==> config.mk <==
export PLATFORM = sky130hd
export DESIGN_NAME = wb_drain_sched
export DESIGN_NICKNAME = d
export VERILOG_FILES = /design/src/rtl/wb_drain_sched.sv
export SDC_FILE = /design/constraint.sdc
export NUM_CORES = 1
export LEC_CHECK = 0
export ABC_AREA = 1
export ABC_CLOCK_PERIOD_IN_PS = 1700
export CAP_MARGIN = 20
export CORE_MARGIN = 2
export CORE_UTILIZATION = 38
export CTS_BUF_LIST = sky130_fd_sc_hd__clkbuf_8
export DETAILED_ROUTE_END_ITERATION = 10
export PLACE_DENSITY = 0.9
export SLEW_MARGIN = 20
export SYNTH_ARGS = -nofsm -noshare
export SYNTH_HDL_FRONTEND = slang
export SYNTH_SLANG_ARGS = --single-unit
==> constraint.sdc <==
create_clock -name clk -period 1.7 [get_ports clk]
set_input_delay 0.255 -clock clk [delete_from_list [all_inputs] [get_ports clk]]
set_output_delay 0.255 -clock clk [all_outputs]
set_load 0.01 [all_outputs]
==> src/rtl/wb_drain_sched.sv <==
`default_nettype none
// ============================================================================
// Module   : wb_drain_sched
// Purpose  : Drains the five partial-sum row buffers onto the two write-back
//            ports after a filter pass. Rows (0,1) then (2,3) go out in
//            lockstep on port0/port1, then row 4 goes out alone on port0.
//            Passes are counted per output channel; all_done flags the last.
// Revision : 1.0 - initial release
// ============================================================================
module wb_drain_sched #(
    parameter int DATA_WIDTH = 25,
    parameter int OFM_W      = 8,
    parameter int OFM_C      = 1,
    parameter int CNT_WIDTH  = 8
) (
    input  logic                  clk,
    input  logic                  rst,
    input  logic                  start,
    input  logic [DATA_WIDTH-1:0] row0_data,
    input  logic [DATA_WIDTH-1:0] row1_data,
    input  logic [DATA_WIDTH-1:0] row2_data,
    input  logic [DATA_WIDTH-1:0] row3_data,
    input  logic [DATA_WIDTH-1:0] row4_data,
    input  logic                  row0_valid,
    input  logic                  row1_valid,
    input  logic                  row2_valid,
    input  logic                  row3_valid,
    input  logic                  row4_valid,
    output logic                  row0_pop,
    output logic                  row1_pop,
    output logic                  row2_pop,
    output logic                  row3_pop,
    output logic                  row4_pop,
    output logic [DATA_WIDTH-1:0] out_port0,
    output logic [DATA_WIDTH-1:0] out_port1,
    output logic                  port0_valid,
    output logic                  port1_valid,
    input  logic                  out_ready,
    output logic                  busy,
    output logic                  pass_done,
    output logic                  all_done
);

    localparam logic [1:0] S_IDLE = 2'd0;
    localparam logic [1:0] S_P01  = 2'd1;
    localparam logic [1:0] S_P23  = 2'd2;
    localparam logic [1:0] S_R4   = 2'd3;

    localparam logic [CNT_WIDTH-1:0] C_COL_LAST  = CNT_WIDTH'(OFM_W - 1);
    localparam logic [CNT_WIDTH-1:0] C_CHAN_LAST = CNT_WIDTH'(OFM_C - 1);
    localparam logic [CNT_WIDTH-1:0] C_ONE       = CNT_WIDTH'(1);

    logic [1:0]            r_state;
    logic [CNT_WIDTH-1:0]  r_col;
    logic [CNT_WIDTH-1:0]  r_chan;
    logic [DATA_WIDTH-1:0] r_out0;
    logic [DATA_WIDTH-1:0] r_out1;
    logic                  r_v0;
    logic                  r_v1;
    logic                  r_pass_done;
    logic                  r_all_done;

    logic w_accept;
    logic w_fire01;
    logic w_fire23;
    logic w_fire4;
    logic w_col_last;

    // Output slot is free when empty or being drained this cycle; a pair
    // fires only when both rows have a word, so rows never drift apart.
    always_comb begin
        w_accept   = !(r_v0 | r_v1) | out_ready;
        w_fire01   = !rst && (r_state == S_P01) && row0_valid && row1_valid && w_accept;
        w_fire23   = !rst && (r_state == S_P23) && row2_valid && row3_valid && w_accept;
        w_fire4    = !rst && (r_state == S_R4)  && row4_valid && w_accept;
        w_col_last = (r_col == C_COL_LAST);
    end

    assign row0_pop    = w_fire01;
    assign row1_pop    = w_fire01;
    assign row2_pop    = w_fire23;
    assign row3_pop    = w_fire23;
    assign row4_pop    = w_fire4;
    assign out_port0   = r_out0;
    assign out_port1   = r_out1;
    assign port0_valid = r_v0;
    assign port1_valid = r_v1;
    assign busy        = (r_state != S_IDLE);
    assign pass_done   = r_pass_done;
    assign all_done    = r_all_done;

    // Sequencer, column/channel counters and registered output stage.
    always_ff @(posedge clk) begin
        if (rst) begin
            r_state     <= S_IDLE;
            r_col       <= '0;
            r_chan      <= '0;
            r_out0      <= '0;
            r_out1      <= '0;
            r_v0        <= 1'b0;
            r_v1        <= 1'b0;
            r_pass_done <= 1'b0;
            r_all_done  <= 1'b0;
        end else begin
            r_pass_done <= 1'b0;

            case (r_state)
                S_IDLE: begin
                    if (start) begin
                        r_state    <= S_P01;
                        r_col      <= '0;
                        r_all_done <= 1'b0;
                    end
                end
                S_P01: begin
                    if (w_fire01) begin
                        if (w_col_last) begin
                            r_col   <= '0;
                            r_state <= S_P23;
                        end else begin
                            r_col <= r_col + C_ONE;
                        end
                    end
                end
                S_P23: begin
                    if (w_fire23) begin
                        if (w_col_last) begin
                            r_col   <= '0;
                            r_state <= S_R4;
                        end else begin
                            r_col <= r_col + C_ONE;
                        end
                    end
                end
                default: begin
                    if (w_fire4) begin
                        if (w_col_last) begin
                            r_col       <= '0;
                            r_state     <= S_IDLE;
                            r_pass_done <= 1'b1;
                            if (r_chan == C_CHAN_LAST) begin
                                r_chan     <= '0;
                                r_all_done <= 1'b1;
                            end else begin
                                r_chan <= r_chan + C_ONE;
                            end
                        end else begin
                            r_col <= r_col + C_ONE;
                        end
                    end
                end
            endcase

            // Output registers load only on a pop; otherwise a consumed word
            // drops its valid, and a stalled word is held untouched.
            if (w_fire01) begin
                r_out0 <= row0_data;
                r_out1 <= row1_data;
                r_v0   <= 1'b1;
                r_v1   <= 1'b1;
            end else if (w_fire23) begin
                r_out0 <= row2_data;
                r_out1 <= row3_data;
                r_v0   <= 1'b1;
                r_v1   <= 1'b1;
            end else if (w_fire4) begin
                r_out0 <= row4_data;
                r_v0   <= 1'b1;
                r_v1   <= 1'b0;
            end else if (out_ready) begin
                r_v0 <= 1'b0;
                r_v1 <= 1'b0;
            end
        end
    end

endmodule
`default_nettype wire

==> impl_metrics.py, run 1 <==
metrics = {
    "power_and_ir_drop": {
        "p_leak_nw": 2.68,
        "p_int_mw": 3.93,
        "powerDensity_mw_per_mm2": 846,
        "ir_drop_uv": 569,
        "power.share.switching_pct": 31.9,
        "power_frac_clock_pct": 28.0,
        "seqPwrFrac_pct": 34.4,
        "combPwrFrac_pct": 37.6,
        "switching_power_mw": 1.84,
    },
    "floorplan": {
        "die_y_um": 106,
        "start_util_pct": 38.7,
        "num_io_pins": 194,
        "core_region_area_mm2": 0.0102,
        "die_area_mm2": 0.0112,
        "fp.dieW_um": 106,
        "row_count": 37,
    },
    "place": {
        "dpl_worst_slack_ps": -342,
        "dp_hpwl_um": 9770,
        "dpl.cell_count": 947,
        "routabilityCongestion": 0.867,
        "postPlaceCellArea_mm2": 0.00620,
        "io_buffers": 193,
    },
    "logic_synthesis": {
        "ys_warn_count": 0,
        "syn-cell-area_mm2": 0.00394,
        "seq_area_frac_synth_pct": 36.6,
        "ys_types": 30,
        "syn-instance-count": 612,
        "synth_top_area_share_pct": 36.6,
        "syn_avg_cell_area_um2": 6.44,
        "synth_top_area_cell": "dfxtp_1",
        "synth_seq_cells": 72,
        "synth_nets": 753,
        "synth_area_leaders": "dfxtp_1, nand2_1, nor2_1, nand3_1, a31oi_1",
    },
    "run_status": {
        "violations": "negative setup slack",
        "status": "finished, violations left",
    },
    "final_layout": {
        "stdcell_count": 978,
        "fin_util_pct": 67.1,
        "design_area_mm2": 0.00683,
        "nets": 978,
        "area_delta_synth_final_pct": 73.3,
        "drive_gt1_share_pct": 16.4,
        "n_antenna_cell": 0,
        "nFillCells": 834,
    },
    "sta": {
        "finalCriticalPeriod_ps": 1740,
        "grt_setup_unrepaired": "yes",
        "hold_viol": 0,
        "setup_slack_ps": -43.2,
        "setup_viol": 3,
        "fin_crit_sh_pct": 103,
        "slew_headroom_pct": 73.3,
        "worstMarginPinSlew_ps": 398,
        "fmax_ghz": 0.574,
        "drv_slew": 0,
        "finClkSkew_ps": 14.1,
    },
    "cts": {
        "cts_max_level": 3,
        "clockBufferDepth": 2,
        "cts_made_buffers": 9,
        "clock-sinks": 72,
        "root_buffer": "clkbuf_8",
        "clock_latency_ps": 350,
        "cts_tree": "built",
        "cts-hold-fix-buffers": 0,
        "cts.clk_slew.worst_paths_ps": 90,
    },
    "drt": {
        "drt_iter0_drc": 237,
        "dr_total_vias": 4884,
        "final_antenna_net_count": 0,
        "drc_errors": 0,
        "avgRoutedWirePerCell_um": 14.2,
        "routed_wirelength_um": 13900,
        "viasPerCell": 4.99,
        "first_pass_iters": 5,
    },
    "global_route": {
        "grt_pass1_wl_um": 21500,
        "antenna_found_initial": 0,
        "track_usage_pct": 23.8,
        "grt_pass1_vias": 4677,
        "grt_max_degree": 33,
        "globalRoute.totalOverflow": 0,
    },
    "worst_setup_path": {
        "endpoint_kind": "output pin",
        "crit_path_start_kind": "flip-flop",
        "cp_num_buf_inv": 4,
        "cp_slowest_cell": "dfxtp_2",
        "cp.required_ps": 1440,
        "arrival_ps": 1490,
        "crit_family": "buffers and inverters",
        "slowest_delay_ps": 330,
        "critPathMaxFanout": 4,
        "path_cells": "buf_6 > ha_4 > nand2_2 > nor2_2 > nand2_2 > clkinv_4 > buf_12 > buf_6",
        "criticalPathCategory": "reg2out",
    },
    "min_path": {
        "hold_class": "in2reg",
    },
    "run": {
        "cap_violations": 0,
    },
}
[per-layer routing]
layer | up-vias | track usage (%) | part of all wire [%]
met5 | - | 0 | 0
met4 | 0 | 10.8 | 3.7
met3 | 49 | 5.07 | 6.7
met2 | 206 | 42.5 | 52
met1 | 2215 | 26.9 | 38
li1 | 2414 | - | -
[cell type report]
class,instances,area [µm²],share of cell area [%]
clock buffers,9,124,1.81
clock inverters,7,113,1.65
inverters,32,135,1.98
multi-input cells,471,2330,34.0
flip-flops and latches,72,1450,21.2
well taps,136,170,2.49
repair buffers,251,2510,36.8
[cells by family after synthesis]
kind of cell               Yosys count  synth area share [%]
xor gates and xnor gates             3                 0.667
DFF                                 72                  36.6
and+or+nand+nor                    370                  39.1
AOI/OAI and AO/OA                   91                  12.7
adders and majority gates            7                  2.22
buffers and inverters               69                  8.79
[final timing paths]
| path | cells past startpoint | endpoint | start | slack [ps] |
|---|---|---|---|---|
| worst max-delay path | 8 | row0_pop | r_state[0] | -40 |
| worst min-delay path | 3 | out_port1[24] | row1_data[24] | 470 |
| worst max register to register | 13 | r_col[1] | r_state[0] | -10 |
| worst min register to register | 2 | r_chan[6] | r_chan[6] | 480 |
[timing repair]
action / in CTS / in global routing
setup endpoints to repair: 28 / 70
pin swaps: 5 / 25
setup buffers: 8 / 5
cloned: 0 / 2
gates resized for setup: 35 / 70
[tightest hold or removal path: cells and delay by family]
kind / cells / cell delay (ps)
compound gates: 1 / 70
simple gates: 1 / 60
buf+inv: 1 / 390
[cell usage in the layout, fill, tap and decap left out, drive strengths merged, types with 2 or more instances in the layout]
| cell | instances |
|---|---|
| buf | 63 |
| xor2 | 3 |
| a21oi | 33 |
| bufinv | 3 |
| dfxtp | 72 |
| clkdlybuf4s50 | 186 |
| a31oi | 27 |
| clkinvlp | 2 |
| clkbuf | 10 |
| nand2 | 222 |
| nor3 | 6 |
| ha | 7 |
| o21ai | 30 |
| nor2 | 97 |
| inv | 33 |
| nand3 | 36 |
| nand4 | 7 |
[sequential cells by signal, summed over array words and instances (netlist names)]
register / flops
out_port0: 25
r_col: 8
r_state: 2
r_chan: 8
port1_valid: 1
all_done: 1
out_port1: 25
pass_done: 1
port0_valid: 1
[cell usage after synthesis, drive strengths merged]
| master | n |
|---|---|
| nor3 | 6 |
| ha | 7 |
| o21bai | 1 |
| nand2 | 222 |
| clkbuf | 10 |
| dfxtp | 72 |
| xor2 | 3 |
| inv | 32 |
| o21ai | 30 |
| a31oi | 27 |
| nand3 | 36 |
| nor2 | 97 |
| buf | 27 |
| nand4 | 7 |
| nand3b | 1 |
| nor3b | 1 |
| a21oi | 33 |
[through the flow]
step	TNS [ps]	power, mW	hold WS, ps
2_1_floorplan	0	2.91	415
4_1_cts	-1.35	5.50	462
5_1_grt	-1440	6.08	485
3_5_place_dp	-17300	3.78	466
3_3_place_gp	-14490	3.73	451
6_report	-99.1	5.78	475
[power groups by stage]
stage / Combinational (mW) / Clock (mW) / Sequential (mW)
after detailed placement: 1.79 / 0 / 1.99
after CTS: 1.90 / 1.64 / 1.96
after global routing: 2.36 / 1.72 / 2.00
after global placement: 1.75 / 0 / 1.98
after floorplan: 0.882 / 0 / 2.02
final: 2.17 / 1.62 / 1.99
(Power assumes the default switching activity.)
==> run 2, diff against run 1 <==
--- a/config.mk
+++ b/config.mk
@@ -13,7 +13,7 @@
 export CTS_BUF_LIST = sky130_fd_sc_hd__clkbuf_8
 export DETAILED_ROUTE_END_ITERATION = 10
 export PLACE_DENSITY = 0.9
-export SLEW_MARGIN = 20
+export SLEW_MARGIN = 30
 export SYNTH_ARGS = -nofsm -noshare
 export SYNTH_HDL_FRONTEND = slang
 export SYNTH_SLANG_ARGS = --single-unit
==> results of run 2 <==
The final DEF is identical to that of run 1; final timing and power are the same.
==> run 3, diff against run 2 <==
--- a/config.mk
+++ b/config.mk
@@ -8,8 +8,10 @@
 export ABC_AREA = 1
 export ABC_CLOCK_PERIOD_IN_PS = 1700
 export CAP_MARGIN = 20
+export CELL_PAD_IN_SITES_DETAIL_PLACEMENT = 1
+export CELL_PAD_IN_SITES_GLOBAL_PLACEMENT = 1
 export CORE_MARGIN = 2
-export CORE_UTILIZATION = 38
+export CORE_UTILIZATION = 25
 export CTS_BUF_LIST = sky130_fd_sc_hd__clkbuf_8
 export DETAILED_ROUTE_END_ITERATION = 10
 export PLACE_DENSITY = 0.9
==> impl_metrics.py, run 3 (same netlist as run 1, synthesis figures left out) <==
metrics = {
    "cts": {
        "cts_max_level": 3,
        "cts-hold-fix-buffers": 0,
        "cts_tree": "built",
        "cts_made_buffers": 9,
        "root_buffer": "clkbuf_8",
        "cts.clk_slew.worst_paths_ps": 80,
        "clock-sinks": 72,
        "clock_latency_ps": 370,
        "clockBufferDepth": 2,
    },
    "worst_setup_path": {
        "crit_path_start_kind": "flip-flop",
        "criticalPathCategory": "reg2reg",
        "endpoint_kind": "flip-flop",
        "arrival_ps": 2010,
        "cp.required_ps": 1950,
        "slowest_delay_ps": 390,
        "rr_endpoint": "out_port0[3]",
        "r2r_cells": 13,
        "r2r_start": "r_state[0]",
        "cp_slowest_cell": "dfxtp_4",
        "r2r_setup_slack_ps": -60,
        "critPathMaxFanout": 6,
        "path_cells": "inv_4 > ha_4 > nand2_4 > nor2_4 > nand2_4 > inv_6 > buf_12 > nor2_8 > nand2_8 > buf_12 > buf_8 > o21ai_2 > nor2_1",
    },
    "final_layout": {
        "nets": 975,
        "drive_gt1_share_pct": 18.0,
        "mostFrequentLayoutCells": "nand2_1, clkdlybuf4s50_1, nor2_1",
        "final_common_cell": "nand2_1",
        "fin_util_pct": 46.0,
        "area_delta_synth_final_pct": 78.9,
        "stdcell_count": 1049,
        "design_area_mm2": 0.00705,
        "n_antenna_cell": 0,
    },
    "drt": {
        "dr_total_vias": 4906,
        "first_pass_iters": 4,
        "final_antenna_net_count": 0,
        "routed_wirelength_um": 16600,
        "drc_errors": 0,
        "drt_iter0_drc": 128,
        "viasPerCell": 4.68,
        "avgRoutedWirePerCell_um": 15.9,
    },
    "power_and_ir_drop": {
        "finalPower_mw": 5.69,
        "p_leak_nw": 2.70,
        "switching_power_mw": 1.90,
        "seqPwrFrac_pct": 35.2,
        "p_int_mw": 3.79,
        "powerDensity_mw_per_mm2": 807,
        "combPwrFrac_pct": 38.8,
        "power.share.switching_pct": 33.3,
        "power_frac_clock_pct": 26.0,
        "ir_drop_uv": 414,
    },
    "sta": {
        "finClkSkew_ps": 12.4,
        "drv_slew": 0,
        "slew_headroom_pct": 67.6,
        "setup_viol": 29,
        "fin_crit_sh_pct": 103,
        "grt_setup_unrepaired": "yes",
        "hold_viol": 0,
        "setup_slack_ps": -56.4,
        "worstMarginPinSlew_ps": 487,
        "fmax_ghz": 0.569,
        "finalCriticalPeriod_ps": 1760,
    },
    "floorplan": {
        "die_area_mm2": 0.0168,
        "fp.dieW_um": 130,
        "num_io_pins": 194,
        "core_region_area_mm2": 0.0153,
        "row_count": 45,
        "die_y_um": 130,
        "start_util_pct": 25.7,
    },
    "place": {
        "dp_hpwl_um": 11600,
        "dpl.cell_count": 1016,
        "io_buffers": 193,
        "postPlaceCellArea_mm2": 0.00628,
        "routabilityCongestion": 0.798,
    },
    "min_path": {
        "min_from": "row1_data[23]",
        "holdPathEnd": "out_port1[23]",
        "hold_class": "in2reg",
        "whs_path_depth": 3,
    },
    "global_route": {
        "grt_pass1_wl_um": 24800,
        "track_usage_pct": 18.7,
        "grt_pass1_vias": 5047,
        "antenna_found_initial": 0,
        "globalRoute.totalOverflow": 0,
        "grt_max_degree": 36,
    },
    "run_status": {
        "status": "finished, violations left",
        "violations": "negative setup slack",
    },
    "run": {
        "cap_violations": 0,
    },
}
[run 3: cell types whose count changed in the layout (fill, tap and decap cells not counted), sizes merged]
| cell | before | now |
|---|---|---|
| buf | 63 | 58 |
| bufinv | 3 | 2 |
| clkbuf | 10 | 12 |
| clkdlybuf4s50 | 186 | 187 |
| clkinv | 1 | 2 |
| clkinvlp | 2 | 0 |
| dlygate4sd2 | 1 | 0 |
| inv | 33 | 34 |
[run 3: per-stage QoR]
| step | hold WS (ps) | worst slack (ps) | TNS (ps) |
|---|---|---|---|
| floorplan | 415 | 86.7 | 0 |
| global placement | 453 | -245 | -14160 |
| detailed placement | 461 | -311 | -16790 |
| CTS | 452 | -47.9 | -413 |
| global route | 471 | -132 | -4830 |
| finish | 468 | -56.4 | -726 |
[run 3: final cells by class]
class	instances	area (µm²)
flip-flops and latches	72	1450
fillers	1908	8260
well taps	211	264
clock buffers	9	124
clock inverters	6	77.6
multi-input cells	471	2400
repair buffers	248	2600
inverters	32	135
[run 3: power groups by stage]
stage	clock (mW)	combinational (mW)	sequential, mW
4_1_cts	1.52	2.00	1.99
6_report	1.48	2.21	2.00
2_1_floorplan	0	0.882	2.02
3_5_place_dp	0	1.86	2.00
3_3_place_gp	0	1.80	1.99
5_1_grt	1.58	2.41	2.02
[run 3: routing by layer]
layer	vias to the layer above	global-route usage (%)	share of wire, %
met5	-	0	0
met4	0	6.83	2.6
met3	33	4.91	5.2
met2	124	34.3	53
met1	2344	20.8	40
li1	2405	-	-
[run 3: worst max-delay path: cells and delay by family (launching register included)]
| family | cells | cell delay (ps) |
|---|---|---|
| and+or+nand+nor | 6 | 450 |
| DFF | 1 | 390 |
| AOI/OAI and AO/OA | 1 | 140 |
| buffers and inverters | 5 | 510 |
| adders and majority gates | 1 | 160 |
[run 3: timing repair]
action	in CTS	in global routing
pin swaps	10	27
gates cloned	4	2
resized for setup	77	51
setup endpoints to repair	66	72
setup buffers	9	4
[run 3: worst max path at each step]
stage                    start       endpoint  cells past startpoint
floorplan           r_state[0]  out_port0[10]                     11
global placement    row0_valid       row0_pop                      6
detailed placement         rst  out_port1[22]                     11
CTS                 r_state[0]       row3_pop                      8
global route        r_state[1]   out_port0[3]                     14
finish              r_state[0]   out_port0[3]                     13
